===== config.mk =====
export PLATFORM = sky130hd
export DESIGN_NAME = instr_sequencer
export DESIGN_NICKNAME = d
export VERILOG_FILES = /design/src/rtl/cpu_isa_pkg.sv /design/src/rtl/instr_store.sv /design/src/rtl/instr_sequencer.sv
export SDC_FILE = /design/constraint.sdc
export NUM_CORES = 1
export LEC_CHECK = 0
export ABC_AREA = 1
export CAP_MARGIN = 20
export CORE_ASPECT_RATIO = 1.2
export CORE_MARGIN = 5
export CORE_UTILIZATION = 34
export DETAILED_ROUTE_END_ITERATION = 7
export PLACE_DENSITY = 0.46
export SLEW_MARGIN = 40
export SYNTH_ARGS = -nofsm -noshare
export SYNTH_HDL_FRONTEND = slang
export SYNTH_SLANG_ARGS = --single-unit

===== constraint.sdc =====
create_clock -name clk -period 7 [get_ports clk]
set_clock_uncertainty 0.2 [all_clocks]
set_input_delay 1.4 -clock clk [delete_from_list [all_inputs] [get_ports clk]]
set_output_delay 1.4 -clock clk [all_outputs]
set_load 0.02 [all_outputs]

===== src/rtl/cpu_isa_pkg.sv =====
// ISA constants shared by simple_cpu and its instruction sequencer.
// Class encodings, HALT marker bit and operand field positions.
package cpu_isa_pkg;

   localparam int INSTR_WIDTH = 20;

   typedef enum logic [1:0] {
      CLS_NOP   = 2'b00,
      CLS_ALU   = 2'b01,
      CLS_LOAD  = 2'b10,
      CLS_STORE = 2'b11
   } cls_e;

   localparam int CLS_HI   = 19;
   localparam int CLS_LO   = 18;
   localparam int HALT_BIT = 0;

   localparam int X1_HI  = 17;
   localparam int X1_LO  = 16;
   localparam int X2_HI  = 15;
   localparam int X2_LO  = 14;
   localparam int X3_HI  = 13;
   localparam int X3_LO  = 12;
   localparam int IMM_HI = 11;
   localparam int IMM_LO = 4;

   typedef enum logic [1:0] {
      S_IDLE,
      S_ISSUE,
      S_HALT
   } seq_state_e;

endpackage


===== src/rtl/instr_store.sv =====
// Program store: register array, one write port, one combinational
// read port. Contents survive reset.
module instr_store #(
   parameter int DW = 20,
   parameter int AW = 5
) (
   input  logic          clk,
   input  logic          we,
   input  logic [AW-1:0] waddr,
   input  logic [DW-1:0] wdata,
   input  logic [AW-1:0] raddr,
   output logic [DW-1:0] rdata
);

   logic [DW-1:0] mem [2**AW];

   always_ff @(posedge clk) begin
      if (we) mem[waddr] <= wdata;
   end

   assign rdata = mem[raddr];

endmodule


===== src/rtl/instr_sequencer.sv =====
// Issues stored instructions to simple_cpu back-to-back, holding each
// one for the cycle count its class needs, until HALT or end of store.
module instr_sequencer #(
   parameter int INSTR_WIDTH  = 20,
   parameter int ADDR_BITS    = 5,
   parameter int ALU_CYCLES   = 3,
   parameter int LOAD_CYCLES  = 4,
   parameter int STORE_CYCLES = 3
) (
   input  logic                   clk,
   input  logic                   rst,
   input  logic                   start,
   input  logic                   prog_we,
   input  logic [ADDR_BITS-1:0]   prog_addr,
   input  logic [INSTR_WIDTH-1:0] prog_data,
   output logic [INSTR_WIDTH-1:0] instruction,
   output logic [ADDR_BITS-1:0]   pc,
   output logic                   issue,
   output logic                   busy,
   output logic                   done
);

   import cpu_isa_pkg::*;

   seq_state_e state, state_nxt;
   logic [INSTR_WIDTH-1:0] instr_nxt;
   logic [ADDR_BITS-1:0]   pc_nxt;
   logic [ADDR_BITS-1:0]   raddr;
   logic [INSTR_WIDTH-1:0] rdata;
   logic [2:0]             cnt, cnt_nxt;
   logic                   issue_nxt;

   function automatic logic [2:0] hold_of(
      input logic [INSTR_WIDTH-1:0] w
   );
      logic [2:0] h;
      unique case (cls_e'(w[CLS_HI:CLS_LO]))
         CLS_ALU:   h = 3'(ALU_CYCLES);
         CLS_LOAD:  h = 3'(LOAD_CYCLES);
         CLS_STORE: h = 3'(STORE_CYCLES);
         default:   h = 3'd1;
      endcase
      return h;
   endfunction

   function automatic logic is_halt(
      input logic [INSTR_WIDTH-1:0] w
   );
      return (w[CLS_HI:CLS_LO] == CLS_NOP) && w[HALT_BIT];
   endfunction

   // Idle/halt fetch address 0 for start; issue prefetches the next word.
   assign raddr = (state == S_ISSUE) ? pc + 1'b1 : '0;

   instr_store #(
      .DW(INSTR_WIDTH),
      .AW(ADDR_BITS)
   ) u_store (
      .clk  (clk),
      .we   (prog_we && !busy),
      .waddr(prog_addr),
      .wdata(prog_data),
      .raddr(raddr),
      .rdata(rdata)
   );

   always_ff @(posedge clk or negedge rst) begin
      if (!rst) begin
         state       <= S_IDLE;
         instruction <= '0;
         pc          <= '0;
         cnt         <= '0;
         issue       <= 1'b0;
      end else begin
         state       <= state_nxt;
         instruction <= instr_nxt;
         pc          <= pc_nxt;
         cnt         <= cnt_nxt;
         issue       <= issue_nxt;
      end
   end

   always_comb begin
      state_nxt = state;
      instr_nxt = instruction;
      pc_nxt    = pc;
      cnt_nxt   = cnt;
      issue_nxt = 1'b0;
      unique case (state)
         S_IDLE, S_HALT: begin
            if (start) begin
               pc_nxt = '0;
               if (is_halt(rdata)) begin
                  state_nxt = S_HALT;
                  instr_nxt = '0;
                  cnt_nxt   = '0;
               end else begin
                  state_nxt = S_ISSUE;
                  instr_nxt = rdata;
                  cnt_nxt   = hold_of(rdata);
                  issue_nxt = 1'b1;
               end
            end
         end
         S_ISSUE: begin
            if (cnt == 3'd1) begin
               if (pc == '1) begin
                  state_nxt = S_HALT;
                  instr_nxt = '0;
                  cnt_nxt   = '0;
               end else if (is_halt(rdata)) begin
                  state_nxt = S_HALT;
                  instr_nxt = '0;
                  pc_nxt    = pc + 1'b1;
                  cnt_nxt   = '0;
               end else begin
                  instr_nxt = rdata;
                  pc_nxt    = pc + 1'b1;
                  cnt_nxt   = hold_of(rdata);
                  issue_nxt = 1'b1;
               end
            end else begin
               cnt_nxt = cnt - 3'd1;
            end
         end
         default: state_nxt = S_IDLE;
      endcase
   end

   assign busy = (state == S_ISSUE);
   assign done = (state == S_HALT);

endmodule


==> results of run 1 <==
==> final cells by class <==
cell class / count / area [um2]
Fill cell: 7610 / 48000
Tap cell: 1035 / 1290
Antenna cell: 3 / 7.51
Sequential cell: 671 / 20000
Clock buffer: 93 / 1890
Inverter: 56 / 228
Timing Repair Buffer: 119 / 1080
Clock inverter: 28 / 320
Multi-Input combinational cell: 1404 / 6340
==> worst paths after layout <==
| path | from | slack [ns] | cells after the start | to |
|---|---|---|---|---|
| min in group asynchronous | rst | 0.57 | 1 | instruction[9] |
| max in group asynchronous | rst | 5.68 | 1 | instruction[14] |
| max reg2reg | pc[0] | 2.75 | 14 | state[1] |
| max | pc[0] | 2.75 | 14 | state[1] |
| min reg2reg | instruction[0] | 0.29 | 2 | instruction[0] |
| min | instruction[0] | 0.29 | 2 | instruction[0] |
==> metrics by stage <==
stage / cells / utilization / hold slack (ns) / instance area, um2
final: 3409 / 0.393 / 0.290 / 31100
after global routing: 3407 / 0.393 / 0.309 / 31100
after floorplan: 2267 / - / 0.280 / 27200
after detailed placement: 3283 / 0.365 / 0.277 / 28900
after global placement: 3281 / 0.364 / 0.268 / 28800
after CTS: 3404 / 0.393 / 0.293 / 31100
==> registers in the layout (all words and copies together) (netlist names) <==
name and flops:
u_store.mem 640, instruction 20, pc 5, cnt 3, state 2, issue 1
==> power breakdown <==
group,total [W],switching [W],internal (W)
clock network,0.00366,0.00151,0.00215
registers,0.00463,0.000109,0.00452
logic,0.00409,0.00293,0.00115
total,0.0124,0.00455,0.00783
==> cells in the mapped netlist, types with 2 or more instances <==
cell type    n  area share
edfxtp_1   640        0.71
o21ai_0      7      0.0013
a22o_1      17      0.0055
buf_1       11      0.0015
nand3_2      3      0.0011
buf_6        8      0.0033
inv_2        6     0.00083
clkbuf_1    31      0.0043
nand2_1    702       0.097
buf_4       17      0.0047
nand3_1    591        0.11
nor2_2       2     0.00046
inv_1       49      0.0068
o21ai_1     19      0.0035
buf_2       69       0.013
nor2_1      50      0.0069
dfrtp_1     31       0.029
ha_1         4      0.0018
nor2_4       2     0.00083
==> cell families (layout without fill, tap and decap cells) <==
logic type      after synthesis  in the layout  share of synthesized area
xor+xnor                      1              1                   0.000323
compound gates               46             46                     0.0111
flops                       671            671                      0.736
simple gates               1353           1353                      0.216
fa+ha+maj                     4              4                    0.00184
other cells                   0              3                          0
buf+inv                     192            296                     0.0344
==> routing by layer <==
metal / vias up / GRT usage
met2: 445 / 0.319
met5: - / 0
met4: 0 / 0.0593
li1: 8116 / -
met3: 124 / 0.0228
met1: 8789 / 0.247
==> worst max-delay path: cells and delay by family, from the launching register on <==
| kind | cells | cell delay, ns |
|---|---|---|
| fa+ha+maj | 1 | 0.40 |
| buf+inv | 1 | 0.71 |
| flops | 1 | 0.53 |
| simple gates | 12 | 2.26 |
==> run metrics, run 1 <==
Tcrit/Tclk final=0.607; Async S/R FF share, synth=0.0462; CP Launch Type=flip-flop; worst skew pair latency=0.60 ns; Die W=268 um; crit-path max cell delay=0.71 ns; crit path capture type=flip-flop; number of port buffers=56; Max Root-Sink Buffers=3; Hold Crit Class=reg2reg; initial antenna violation count=3; pre-CTS setup slack=2.67 ns; layout cells sized above 1=0.0919; Max Cap Viol=0; Synth cell types=27; Mapped Nets=2300; root buffer cell=clkbuf_16; Met2 Routed Length=40400 um; FP Rows=113; total I/O pin count=57; Initial Utilization=0.343; Detail Route Antenna Nets=0; commonest non-fill, non-tap cells in the layout=nand2_1, edfxtp_1, nand3_1; first-pass GRT wire length=118000 um; # DRC=0; Rel. slew slack=0.446; Area growth syn-to-layout=14.7%; Yosys warnings=0; status=complete, no violations; Total Neg Setup Slack=0 ns; Die Area=0.0856 mm2; TritonRoute pass-1 iters=5; register area share after synthesis=0.736; Worst-Margin Slew=0.831 ns; Slew Viols, Final=0; DRT iter0 DRCs=1455; Cell Area, Synth=0.0272 mm2; core area=0.0792 mm2; final worst slack=2.75 ns; Die H=320 um; wire per inst=23.7 um; gpl congestion=0.783; CTS Buf Count=69; most frequent CP cell=nand2_1; largest net degree at the start of global routing=113; clk slew on worst S/H paths=0.06 ns; Sinks on Clock Net=671; Slowest cell on crit path=inv_8; WL met1=34500 um; half-perimeter wire length after placement=43800 um; Top Metal Used=met4; Pwr Total=0.0124 W; Vias per Instance=5.13; total detailed-routing wirelength=80900 um; Leak=11.3 nW; total number of vias=17474; Avg Cell Area, Syn=12.0 um2; CP Max Fanout=90; vias in the first global route=17273; GRT Total Usage=0.186; Setup violations, final=0; most common library cell in the layout ignoring fill and taps=nand2_1; Clock H-tree levels=3; crit path cell chain=ha_1 -> nand3_4 -> inv_8 -> nand3_1 -> nand3_1 -> nand3_1 -> nand2_1 -> nand2_1 -> nand2_1 -> nand3_2 -> nand2_1 -> nand3_1 -> nand2_1 -> nand2_1; Setup Crit Path Kind=reg2reg; met3 WL=3690 um; Max rail drop VDD=234 uV; Fmax=235 MHz; Syn Inst Count=2267; hold_buf cts=0; Req. time, crit path=7.28 ns; grt ovf=0; number of flops mapped to enable cells by yosys=640; Tmin final=4.25 ns; Resized cells post-CTS=0; Yosys reg bits=671; RSZ-0062 raised after global routing=false; TritonCTS clock tree=built; Final Hold Vio Count=0; postcts setup bufs=0; crit path DAT=4.53 ns; Power Dens Cells=398 mW/mm2; top_reg_cell synth=edfxtp_1; Nets=2354
(Power assumes the default switching activity.)
==> inputs of run 2 (changes only) <==
==> constraint.sdc (replaced) <==
create_clock -name clk -period 4.2 [get_ports clk]
set_clock_uncertainty 0.2 [all_clocks]
set_input_delay 0.84 -clock clk [delete_from_list [all_inputs] [get_ports clk]]
set_output_delay 0.84 -clock clk [all_outputs]
set_load 0.02 [all_outputs]
==> run 2 against run 1 <==
  * The flow now finishes with violations (negative hold slack)
  * Combinational power is 70% higher
  * Critical path depth fell by 2
  * Non-clock buffer count grew 20
  * Sequential share of layout area about the same
  * Fmax rose by 26%
  * Worst setup slack lost 1.9 ns
  * Worst hold slack got worse by 0.29 ns
  * Die area stayed put
  * Via count about the same
  * Sequential power increased by 67%
  * Largest cell class unchanged
  * Highest routed layer unchanged
==> run metrics, run 2 (same netlist as run 1, synthesis figures left out) <==
Antenna diodes=0; layout cells sized above 1=0.0985; Largest register FFs=640; crit path cell chain=ha_1 -> nand3_4 -> buf_4 -> nand3_1 -> nand3_1 -> nand3_1 -> nand2_1 -> nand2_1 -> nand2_1 -> nand3_2 -> buf_4 -> a22o_1; root buffer cell=clkbuf_16; largest register by flop count=u_store.mem; Tcrit/Tclk final=0.800; CP Launch Type=flip-flop; number of port buffers=56; Leak=11.3 nW; DRT iter0 DRCs=1577; TritonCTS clock tree=built; total number of vias=17483; total I/O pin count=57; Rel. slew slack=0.436; Setup violations, final=0; Setup Crit Path Kind=reg2reg; Max rail drop VDD=389 uV; CP delay by family, top=simple AND/OR/NAND/NOR gates; Worst Path Buf+Inv=2; status=complete, but fails checks; Max Root-Sink Buffers=3; postcts setup bufs=0; Die H=320 um; RSZ-0062 raised after global routing=false; Critical R2R Launch=pc[0]; Total Neg Setup Slack=0 ns; Worst R2R Setup Slack=0.84 ns; crit path capture type=flip-flop; half-perimeter wire length after placement=47100 um; vias in the first global route=17125; GRT Total Usage=0.191; commonest non-fill, non-tap cells in the layout=nand2_1, edfxtp_1, nand3_1; # DRC=0; gpl congestion=0.784; Hold Crit Class=in2async; most common library cell in the layout ignoring fill and taps=nand2_1; TritonRoute pass-1 iters=5; largest net degree at the start of global routing=96; wire per inst=24.1 um; Detail Route Antenna Nets=0; Slew Viols, Final=0; Vias per Instance=5.10; crit path DAT=3.65 ns; Slowest cell on crit path=dfrtp_1; Initial Utilization=0.343; Max Cap Viol=0; Final Hold Vio Count=3; CTS Buf Count=70; FP Rows=113; clk slew on worst S/H paths=0.06 ns; Tmin final=3.36 ns; critical register-to-register path endpoint=instruction[3]; Power Dens Cells=659 mW/mm2; Clock H-tree levels=3; core area=0.0792 mm2; Resized cells post-CTS=0; final core utilization=0.394; R2R depth=12; Sinks on Clock Net=671; CP Max Fanout=45; Die Area=0.0856 mm2; worst skew pair latency=0.60 ns; Fmax=298 MHz; hold_buf cts=0; Area growth syn-to-layout=14.8%; Worst-Margin Slew=0.846 ns; failing checks=negative hold slack; Req. time, crit path=4.49 ns; Nets=2375; initial antenna violation count=1; crit-path max cell delay=0.57 ns; Crit path depth=12; Hold Slack=-0.00266 ns; Die W=268 um; total detailed-routing wirelength=82800 um; biggest regs=u_store.mem (640), instruction (20), pc (5); grt ovf=0; first-pass GRT wire length=120000 um
run 2: worst reg2reg max path: stages (launching register included):
cell,delay [ns]
dfrtp_1,0.57
ha_1,0.33
nand3_4,0.12
buf_4,0.52
nand3_1,0.18
nand3_1,0.10
nand3_1,0.08
nand2_1,0.13
nand2_1,0.08
nand2_1,0.11
nand3_2,0.30
buf_4,0.31
a22o_1,0.19
run 2: how the worst max path moves through the flow:
stage                  from                 to  slack, ns
floorplan           prog_we  u_store.mem[0][0]       1.43
global placement    prog_we  u_store.mem[8][9]       0.83
detailed placement  prog_we  u_store.mem[8][9]       0.83
CTS                   pc[0]     instruction[3]       0.81
global route          pc[0]     instruction[3]       0.59
finish                pc[0]     instruction[3]       0.84
run 2: metal layers:
layer,track usage,share of wire,vias to the layer above
li1,-,-,8153
met3,0.0269,0.051,126
met5,0,0,-
met1,0.248,0.42,8705
met2,0.327,0.50,499
met4,0.0692,0.035,0
run 2: power breakdown:
part           switching [W]  internal [W]  leakage [nW]
clock network        0.00254       0.00330          1.04
registers           0.000192       0.00754          6.15
logic                0.00495       0.00199          4.14
run 2: cell type report:
class / count / area, um2
fill: 7482 / 48000
sequential: 671 / 20000
multi-input combinational: 1404 / 6330
clock buffer: 99 / 1990
tap: 1035 / 1290
timing repair buffer: 139 / 1190
inverter: 56 / 223
clock inverter: 27 / 148
run 2: per-stage QoR:
stage	cells	hold WS (ns)	total power, W	setup slack (ns)	cell area (um2)
2_1_floorplan	2267	0.280	0.0123	1.43	27200
3_3_place_gp	3305	0.273	0.0149	0.829	29000
3_5_place_dp	3305	0.275	0.0149	0.830	29000
4_1_cts	3431	0.135	0.0208	0.811	31200
5_1_grt	3431	0.00866	0.0217	0.593	31200
6_report	3431	-0.00266	0.0205	0.840	31200
